==> src/rtl/cte_pkg.sv <==
// Shared definitions for the colour-transform engine front end: byte lanes,
// serializer states and CTE mode encodings.
package cte_pkg;

    localparam int BW = 8;

    localparam int U_LANE  = 3;
    localparam int Y0_LANE = 2;
    localparam int V_LANE  = 1;
    localparam int Y1_LANE = 0;

    localparam logic OP_YUV2RGB = 1'b0;
    localparam logic OP_RGB2YUV = 1'b1;

    typedef enum logic [2:0] {
        ST_IDLE = 3'd0,
        ST_U    = 3'd1,
        ST_Y0   = 3'd2,
        ST_V    = 3'd3,
        ST_Y1   = 3'd4
    } ser_state_e;

    // Byte of a macropixel word presented in a given serializer state; 0 when idle.
    function automatic logic [BW-1:0] lane_byte(input logic [4*BW-1:0] word,
                                                input ser_state_e     st);
        logic [BW-1:0] b;
        case (st)
            ST_U:    b = word[U_LANE*BW  +: BW];
            ST_Y0:   b = word[Y0_LANE*BW +: BW];
            ST_V:    b = word[V_LANE*BW  +: BW];
            ST_Y1:   b = word[Y1_LANE*BW +: BW];
            default: b = {BW{1'b0}};
        endcase
        return b;
    endfunction

endpackage

==> src/rtl/macropixel_fifo.sv <==
// Synchronous FIFO of macropixel words with an explicit occupancy count,
// registered status flags and a sticky overflow flag.
module macropixel_fifo #(
    parameter int WIDTH = 32,
    parameter int DEPTH = 4
) (
    input  logic                     clk,
    input  logic                     reset,
    input  logic                     wr_en,
    input  logic [WIDTH-1:0]         wr_data,
    input  logic                     rd_en,
    output logic [WIDTH-1:0]         rd_data,
    output logic                     full,
    output logic                     empty,
    output logic [$clog2(DEPTH):0]   level,
    output logic                     overflow
);

    localparam int AW = $clog2(DEPTH);
    localparam logic [AW:0] FULL_CNT = DEPTH[AW:0];

    logic [WIDTH-1:0] mem_q [DEPTH];
    logic [AW-1:0]    wr_ptr_q;
    logic [AW-1:0]    rd_ptr_q;
    logic [AW:0]      count_q;
    logic [AW:0]      count_d;
    logic             full_q;
    logic             empty_q;
    logic             overflow_q;
    logic             push_s;
    logic             pop_s;

    // Accepted push/pop and next occupancy; a push while full is dropped even alongside a pop.
    always_comb begin
        push_s  = wr_en & ~full_q;
        pop_s   = rd_en & ~empty_q;
        count_d = count_q;
        if (push_s && !pop_s) begin
            count_d = count_q + 1'b1;
        end else if (pop_s && !push_s) begin
            count_d = count_q - 1'b1;
        end else begin
            count_d = count_q;
        end
    end

    // Pointers, count, status flags and sticky overflow.
    always_ff @(posedge clk or posedge reset) begin
        if (reset) begin
            wr_ptr_q   <= {AW{1'b0}};
            rd_ptr_q   <= {AW{1'b0}};
            count_q    <= {(AW+1){1'b0}};
            full_q     <= 1'b0;
            empty_q    <= 1'b1;
            overflow_q <= 1'b0;
        end else begin
            if (push_s) begin
                wr_ptr_q <= wr_ptr_q + 1'b1;
            end
            if (pop_s) begin
                rd_ptr_q <= rd_ptr_q + 1'b1;
            end
            if (wr_en && full_q) begin
                overflow_q <= 1'b1;
            end
            count_q <= count_d;
            full_q  <= (count_d == FULL_CNT);
            empty_q <= (count_d == {(AW+1){1'b0}});
        end
    end

    // Storage array; contents are don't-care until written.
    always_ff @(posedge clk) begin
        if (push_s) begin
            mem_q[wr_ptr_q] <= wr_data;
        end
    end

    assign rd_data  = mem_q[rd_ptr_q];
    assign full     = full_q;
    assign empty    = empty_q;
    assign level    = count_q;
    assign overflow = overflow_q;

endmodule

==> src/rtl/yuv422_feeder.sv <==
// Feeds packed YUV 4:2:2 macropixels into the CTE one byte per accepted cycle
// (U, Y0, V, Y1), honouring the busy stall and framing a fixed pixel count.
module yuv422_feeder
    import cte_pkg::*;
#(
    parameter int DEPTH        = 4,
    parameter int FRAME_PIXELS = 128,
    parameter int CNT_W        = 16
) (
    input  logic                     clk,
    input  logic                     reset,
    input  logic                     wr_en,
    input  logic [31:0]              wr_data,
    output logic                     full,
    output logic                     empty,
    output logic [$clog2(DEPTH):0]   level,
    output logic                     overflow,
    input  logic                     start,
    output logic                     frame_active,
    output logic                     frame_done,
    output logic                     op_mode,
    output logic                     in_en,
    output logic [BW-1:0]            yuv_in,
    input  logic                     busy
);

    localparam logic [CNT_W-1:0] FRAME_PAIRS = CNT_W'(FRAME_PIXELS / 2);
    localparam logic [CNT_W-1:0] PAIR_ONE    = {{(CNT_W-1){1'b0}}, 1'b1};

    ser_state_e        state_q, state_d;
    logic [4*BW-1:0]   hold_q, hold_d;
    logic [CNT_W-1:0]  pairs_q, pairs_d;
    logic              active_q, active_d;
    logic              done_q, done_d;
    logic              in_en_q, in_en_d;
    logic [BW-1:0]     yuv_q, yuv_d;
    logic              pop_s;
    logic              accept_s;
    logic              load_s;
    logic [4*BW-1:0]   fifo_data_s;

    macropixel_fifo #(
        .WIDTH (4*BW),
        .DEPTH (DEPTH)
    ) u_fifo (
        .clk      (clk),
        .reset    (reset),
        .wr_en    (wr_en),
        .wr_data  (wr_data),
        .rd_en    (pop_s),
        .rd_data  (fifo_data_s),
        .full     (full),
        .empty    (empty),
        .level    (level),
        .overflow (overflow)
    );

    // Serializer next state, holding-register load, frame counter and registered CTE outputs.
    always_comb begin
        accept_s = in_en_q & ~busy;
        load_s   = start & ~active_q;
        state_d  = state_q;
        hold_d   = hold_q;
        pairs_d  = load_s ? FRAME_PAIRS : pairs_q;
        active_d = active_q | load_s;
        done_d   = 1'b0;
        pop_s    = 1'b0;
        case (state_q)
            ST_IDLE: begin
                if (active_q && !empty && (pairs_q != {CNT_W{1'b0}})) begin
                    pop_s   = 1'b1;
                    hold_d  = fifo_data_s;
                    state_d = ST_U;
                end else begin
                    state_d = ST_IDLE;
                end
            end
            ST_U:  state_d = accept_s ? ST_Y0 : ST_U;
            ST_Y0: state_d = accept_s ? ST_V  : ST_Y0;
            ST_V:  state_d = accept_s ? ST_Y1 : ST_V;
            ST_Y1: begin
                if (accept_s) begin
                    pairs_d = pairs_q - 1'b1;
                    if (pairs_q == PAIR_ONE) begin
                        active_d = 1'b0;
                        done_d   = 1'b1;
                        state_d  = ST_IDLE;
                    end else if (active_q && !empty) begin
                        // Chain straight into the next word so Y1 is followed by U with no bubble.
                        pop_s   = 1'b1;
                        hold_d  = fifo_data_s;
                        state_d = ST_U;
                    end else begin
                        state_d = ST_IDLE;
                    end
                end else begin
                    state_d = ST_Y1;
                end
            end
            default: state_d = ST_IDLE;
        endcase
        in_en_d = (state_d != ST_IDLE);
        yuv_d   = lane_byte(hold_d, state_d);
    end

    // State, holding register, frame counter and output registers.
    always_ff @(posedge clk or posedge reset) begin
        if (reset) begin
            state_q  <= ST_IDLE;
            hold_q   <= {(4*BW){1'b0}};
            pairs_q  <= {CNT_W{1'b0}};
            active_q <= 1'b0;
            done_q   <= 1'b0;
            in_en_q  <= 1'b0;
            yuv_q    <= {BW{1'b0}};
        end else begin
            state_q  <= state_d;
            hold_q   <= hold_d;
            pairs_q  <= pairs_d;
            active_q <= active_d;
            done_q   <= done_d;
            in_en_q  <= in_en_d;
            yuv_q    <= yuv_d;
        end
    end

    assign frame_active = active_q;
    assign frame_done   = done_q;
    assign in_en        = in_en_q;
    assign yuv_in       = yuv_q;
    assign op_mode      = OP_YUV2RGB;

endmodule

==> config.mk <==
export PLATFORM = sky130hd
export DESIGN_NAME = yuv422_feeder
export DESIGN_NICKNAME = d
export VERILOG_FILES = /design/src/rtl/cte_pkg.sv /design/src/rtl/macropixel_fifo.sv /design/src/rtl/yuv422_feeder.sv
export SDC_FILE = /design/constraint.sdc
export NUM_CORES = 1
export LEC_CHECK = 0
export ABC_AREA = 1
export ABC_CLOCK_PERIOD_IN_PS = 4000
export BUFFER_PORTS_ARGS = -buffer_cell sky130_fd_sc_hd__buf_2
export CORE_MARGIN = 2
export CORE_UTILIZATION = 40
export DETAILED_ROUTE_END_ITERATION = 10
export GPL_TIMING_DRIVEN = 0
export PLACE_DENSITY_LB_ADDON = 0.08
export REMOVE_ABC_BUFFERS = 1
export SLEW_MARGIN = 15
export SYNTH_ARGS = -nofsm -noshare
export SYNTH_HDL_FRONTEND = slang
export SYNTH_SLANG_ARGS = --single-unit
==> constraint.sdc <==
create_clock -name clk -period 4 [get_ports clk]
set_clock_uncertainty 0.15 [all_clocks]
set_input_delay 0 -clock clk [delete_from_list [all_inputs] [get_ports clk]]
set_output_delay 0 -clock clk [all_outputs]
set_load 0.03 [all_outputs]
Word-level counts from Yosys, hierarchy flattened

Memory sizes are Yosys's and may differ from the RTL's.
Cells that the tools add are included.

Flip-flop bits (word level): 72
Memory bits (writable): 128
Output and inout port bits: 18
Logic and storage cells: 82
Memories kept: 1

Memory list:

| memory       | words | bits a word | rd ports | clocked after Yosys merged registers in | write ports | line                  | text |
|---|---|---|---|---|---|---|---|
| u_fifo.mem_q | 4     | 32          | 1        | 0                                       | 1           | macropixel_fifo.sv:22 | `logic [WIDTH-1:0] mem_q [DEPTH];` |

Add/sub/neg operators: 5
Equality and inequality tests: 10
Muxes and demuxes: 32
Bitwise operators: 9
Reduce and logical (&&, ||, !) cells: 12

Operator list:

| operator              | number |
|---|---|
| $mux 32               | 4 |
| $pmux 32 s2           | 1 |
| $mux 16               | 3 |
| $pmux 8 s4            | 1 |
| $eq 16x1->1 const B   | 1 |
| $mux 1                | 16 |
| $reduce_bool 16->1    | 1 |
| $sub 16x1->16 const B | 1 |
| $pmux 3 s5            | 1 |
| $eq 3x2->1 const B    | 4 |
| $mux 3                | 4 |
| $eq 3x3->1 const B    | 3 |
| $eq 3x1->1 const B    | 2 |
| $logic_not 3->1       | 2 |
| $logic_and 1x1->1     | 5 |
| $add 2x1->2 const B   | 2 |
| $and 1x1->1           | 4 |
| $not 1->1             | 4 |
| $add 3x1->3 const B   | 1 |
| $logic_not 1->1       | 3 |
| $reduce_bool 3->1     | 1 |
| $sub 3x1->3 const B   | 1 |
| $mux 2                | 1 |
| $pmux 1 s2            | 1 |
| $or 1x1->1            | 1 |

Logic depth before layout (Yosys ltp)

Depth after elaboration: 11
Gate-level depth with buffers: 14

Modules after synthesis

A second synthesis with hierarchy kept.

Cell total of the unflattened synthesis: 858
Area total of the unflattened synthesis: 8768.4 um^2

Modules (own cells, without submodules):

| module          | instances | cells each | area each (um^2) | sequential area each (um^2) |
|---|---|---|---|---|
| macropixel_fifo | 1         | 396        | 5405.2           | 4095.2 |
| yuv422_feeder   | 1         | 462        | 3363.2           | 1551.5 |

Worst setup path before layout

Ideal clock, no wire load.

Path kind: register -> register
Start: register u_fifo.full_q (netlist: u_fifo.full)
End: memory u_fifo.mem_q[0][0], enable pin
Arrival: 2.352 ns
Data required time: 3.429 ns
Path slack: 1.076 ns
Cell stages (with the launch flop): 4
Period minus slack after synthesis: 2.924 ns
Path through: dfrtp_1 -> nor2_1 -> inv_1 -> nor2_1

Longest elaborated chain between the ends: 4

RTL lines:

| element                      | line                  | text |
|---|---|---|
| start: declaration           | macropixel_fifo.sv:27 | `logic full_q;` |
| start signal: assignment     | macropixel_fifo.sv:67 | `full_q <= (count_d == FULL_CNT);` |
| $not 1->1                    | macropixel_fifo.sv:35 | `push_s = wr_en & ~full_q;` |
| $and 1x1->1                  | macropixel_fifo.sv:35 |  |
| $mux 1                       | macropixel_fifo.sv:74 | `if (push_s) begin` |
| $mux 1 (implied by the code) | macropixel_fifo.sv:75 | `mem_q[wr_ptr_q] <= wr_data;` |
| end: declaration             | macropixel_fifo.sv:22 |  |

Every way passes these cells.

Final worst setup path

Start: register u_fifo.rd_ptr_q[0]
End: register yuv_q[1] (netlist: yuv_in[1])

Longest elaborated chain between the ends: 6
Elaborated cells between the ends (all ways): 7

RTL lines:

| element                  | line                  | text |
|---|---|---|
| start: declaration       | macropixel_fifo.sv:24 | `logic [AW-1:0] rd_ptr_q;` |
| start signal: assignment | macropixel_fifo.sv:51 | `rd_ptr_q <= {AW{1'b0}};` |
| start signal: assignment | macropixel_fifo.sv:61 | `rd_ptr_q <= rd_ptr_q + 1'b1;` |
| $mem_v2 4x32 *           | -                     |  |
| $mux 32                  | yuv422_feeder.sv:88   | `end else if (active_q && !empty) begin` |
| $mux 32                  | yuv422_feeder.sv:84   | `if (pairs_q == PAIR_ONE) begin` |
| $mux 32                  | yuv422_feeder.sv:82   | `if (accept_s) begin` |
| $pmux 32 s2 *            | yuv422_feeder.sv:68   | `case (state_q)` |
| named net hold_d[9]      | yuv422_feeder.sv:31   | `logic [4*BW-1:0] hold_q, hold_d;` |
| $pmux 8 s4 *             | cte_pkg.sv:27         | `case (st)` |
| named net yuv_d[1]       | yuv422_feeder.sv:36   | `logic [BW-1:0] yuv_q, yuv_d;` |
| end signal: assignment   | yuv422_feeder.sv:115  | `yuv_q <= {BW{1'b0}};` |
| end signal: assignment   | yuv422_feeder.sv:123  | `yuv_q <= yuv_d;` |
| end: declaration         | yuv422_feeder.sv:36   |  |

The timed path passes the listed nets; every way through them passes the cells marked *.
A chain may end at the register's enable or synchronous reset.

==> impl_metrics.yaml <==
clock_network:
  cts_setup_buffers: 0
  cts_buffers: 17
  cts_sinks: 200
  cts.path.max_buffers: 2
  cts.clk_slew.worst_paths_ns: 0.07
  cts_resized: 0
  insertion_delay_ns: 0.43
  clockRootBuffer: "clkbuf_16"
  ctsHtreeMaxLevel: 4
  cts_tree: "yes"
  ctsHoldBuffers: 37
layout:
  nFillCells: 1863
  final_util_pct: 48.5
  nets: 866
  final_design_area_no_fill_mm2: 0.00984
  layout-drive-gt1-share_pct: 15.0
  area_growth_pct: 18.9
  multi_input_area_mm2: 0.00230
  n_antenna_cell: 0
  seqCellArea_mm2: 0.00565
synthesis:
  yosys.area.top_type_share_pct: 46.4
  postSynth.asyncResetShare_pct: 36.0
  yosys-top-cells-count: "nand2_1, edfxtp_1, dfrtp_1"
  synth-edff-count: 128
  synth.most_common_cell: "nand2_1"
  ys_top_cells_by_area: "edfxtp_1, dfrtp_1, nand2_1"
  ys_dominant_reg_cell: "edfxtp_1"
  syn_inst: 733
  synth_area_mm2: 0.00828
  yosys_register_bits: 200
  synth_area_per_cell_um2: 11.3
  seq_area_frac_synth_pct: 68.2
  synth_top_cell_by_area: "edfxtp_1"
  yosysWarnings: 0
  synth.distinct_cells: 41
die:
  rows: 52
  pin_count: 55
  start_util_pct: 40.8
  core_area_mm2: 0.0203
  fp.dieArea_mm2: 0.0219
  die_x_um: 148
  dieHeight_um: 148
pwr:
  p_per_area_mw_per_mm2: 781
  ir_drop_v: 0.000329
  p_leak_nw: 3.98
  p_total_mw: 7.68
flow_run:
  maxCapViolCount: 0
worst_hold_path:
  hold-path-cell-count: 2
  min_path_type: "input port to flop"
timing:
  drv_slew: 0
  final_hold_viol_count: 0
  max_freq_mhz: 351
  setup_viol: 0
  fin_crit_sh_pct: 71.3
  slew-limit-headroom_pct: 25.0
  tightest_slew_ns: 1.12
  whs_ns: 0.169
  rsz0062_at_grt: "false"
  finalCriticalPeriod_ns: 2.85
  setup_ws_ns: 1.15
detailed_routing:
  routed-via-count: 5446
  drcViolationCount: 0
  firstDrtPassIters: 5
  via_per_inst: 4.94
  wl_per_cell_um: 16.1
  wirelength_um: 17800
  ant_nets: 0
  drt_iter0_markers: 305
worst_setup_path:
  worstSetupPathType: "flop to flop"
  end_kind: "flop"
  worstPathRequired_ns: 4.15
  worstSetupStartpointType: "flop"
  crit_arrival_ns: 3.00
  r2r_cells: 8
  worstPathMaxFanout: 67
placement:
  place_area_mm2: 0.00889
  port_buffers: 53
  hpwl_um: 11100
  gp_congestion: 0.783
  dpl_worst_slack_ns: 1.07
grt:
  grt_util_met3_pct: 3.49
  use_met2_pct: 29.6
  grt_max_degree: 68
  grt.met1_usage_pct: 22.4
  globalRouteOverflowTotal: 0
  busiest_layer: "met2"
  antenna_found_initial: 0
  grt_pass1_wl_um: 28600
  grt_pass1_vias: 5442
  grt_usage_pct: 17.2
run_status:
  status: "complete, no violations"
final cells by class:
type | instances | share of cell area (%)
Timing Repair Buffer | 96 | 7.68
Clock inverter | 12 | 1.35
Multi-Input combinational cell | 449 | 23.4
Tap cell | 270 | 3.43
Sequential cell | 200 | 57.4
Clock buffer | 20 | 4.54
Inverter | 56 | 2.19
routing by layer:
metal	vias to the layer above	routed length, µm	part of all wire [%]
met5	-	0	0
met4	0	161	0.90
li1	2708	-	-
met2	86	8990	51
met3	14	498	2.8
met1	2638	8150	46
sequential cells by signal, indices dropped and copies added (netlist names), 2 cells and up:
signal	cells
pairs_q	16
yuv_in	8
u_fifo.rd_ptr_q	2
state_q	3
u_fifo.mem_q	128
hold_q	32
u_fifo.wr_ptr_q	2
u_fifo.level	3
worst paths after layout:
kind | startpoint | to | slack [ns]
max | u_fifo.rd_ptr_q[0]$_DFFE_PP0P_ | yuv_in[1]$_DFF_PP0_ | 1.15
min | wr_data[1] | u_fifo.mem_q[1][1]$_DFFE_PP_ | 0.17
max reg2reg | u_fifo.rd_ptr_q[0]$_DFFE_PP0P_ | yuv_in[1]$_DFF_PP0_ | 1.15
min reg2reg | u_fifo.overflow$_DFFE_PP0P_ | u_fifo.overflow$_DFFE_PP0P_ | 0.30
max in group asynchronous | reset | u_fifo.rd_ptr_q[0]$_DFFE_PP0P_ | 2.56
min in group asynchronous | reset | u_fifo.level[2]$_DFF_PP0_ | 0.56
worst max-delay path, stage by stage, from the launching register on:
cell	delay (ns)
dfrtp_4	0.94
inv_2	0.67
o21ai_0	0.36
o22a_1	0.21
nand2_1	0.07
o21ai_1	0.10
inv_1	0.07
nand2_1	0.06
nand4_1	0.08
report_power, final:
group	leakage, nW	switching [mW]	total (mW)	internal [mW]
Sequential	2.05	0.379	3.22	2.84
Combinational	1.65	1.89	2.80	0.906
Clock	0.285	0.766	1.66	0.897
Total	3.98	3.04	7.68	4.64
cells by family (layout without fill, tap and decap cells):
| kind of cell | after synthesis | count (layout) | synth area share (%) |
|---|---|---|---|
| DFF | 200 | 200 | 68.2 |
| AOI/OAI and AO/OA | 128 | 128 | 9.19 |
| buffers and inverters | 84 | 184 | 4.35 |
| and+or+nand+nor | 303 | 303 | 15.9 |
| other | 1 | 1 | 0.0453 |
| muxes | 3 | 3 | 0.363 |
| xor gates and xnor gates | 5 | 5 | 0.529 |
| adders and majority gates | 9 | 9 | 1.36 |
placed cells by master (no fill, tap or decap), types with 9 or more instances in the layout:
cell type	instances
o21ai_1	9
o22a_1	9
ha_1	9
a22oi_1	18
o21ai_0	36
nand4_1	18
a21oi_1	44
edfxtp_1	128
buf_2	53
inv_1	45
clkbuf_16	17
nor2_1	44
nand3_1	28
dfrtp_1	69
dlygate4sd3_1	37
nand2_1	182
through the flow:
stage / instances / setup TNS (ns)
after detailed placement: 1034 / 0
after floorplan: 705 / 0
after global placement: 1028 / -47.54
after global routing: 1103 / 0
final: 1103 / 0
after CTS: 1103 / 0
Power figures use the tool's default switching activity.
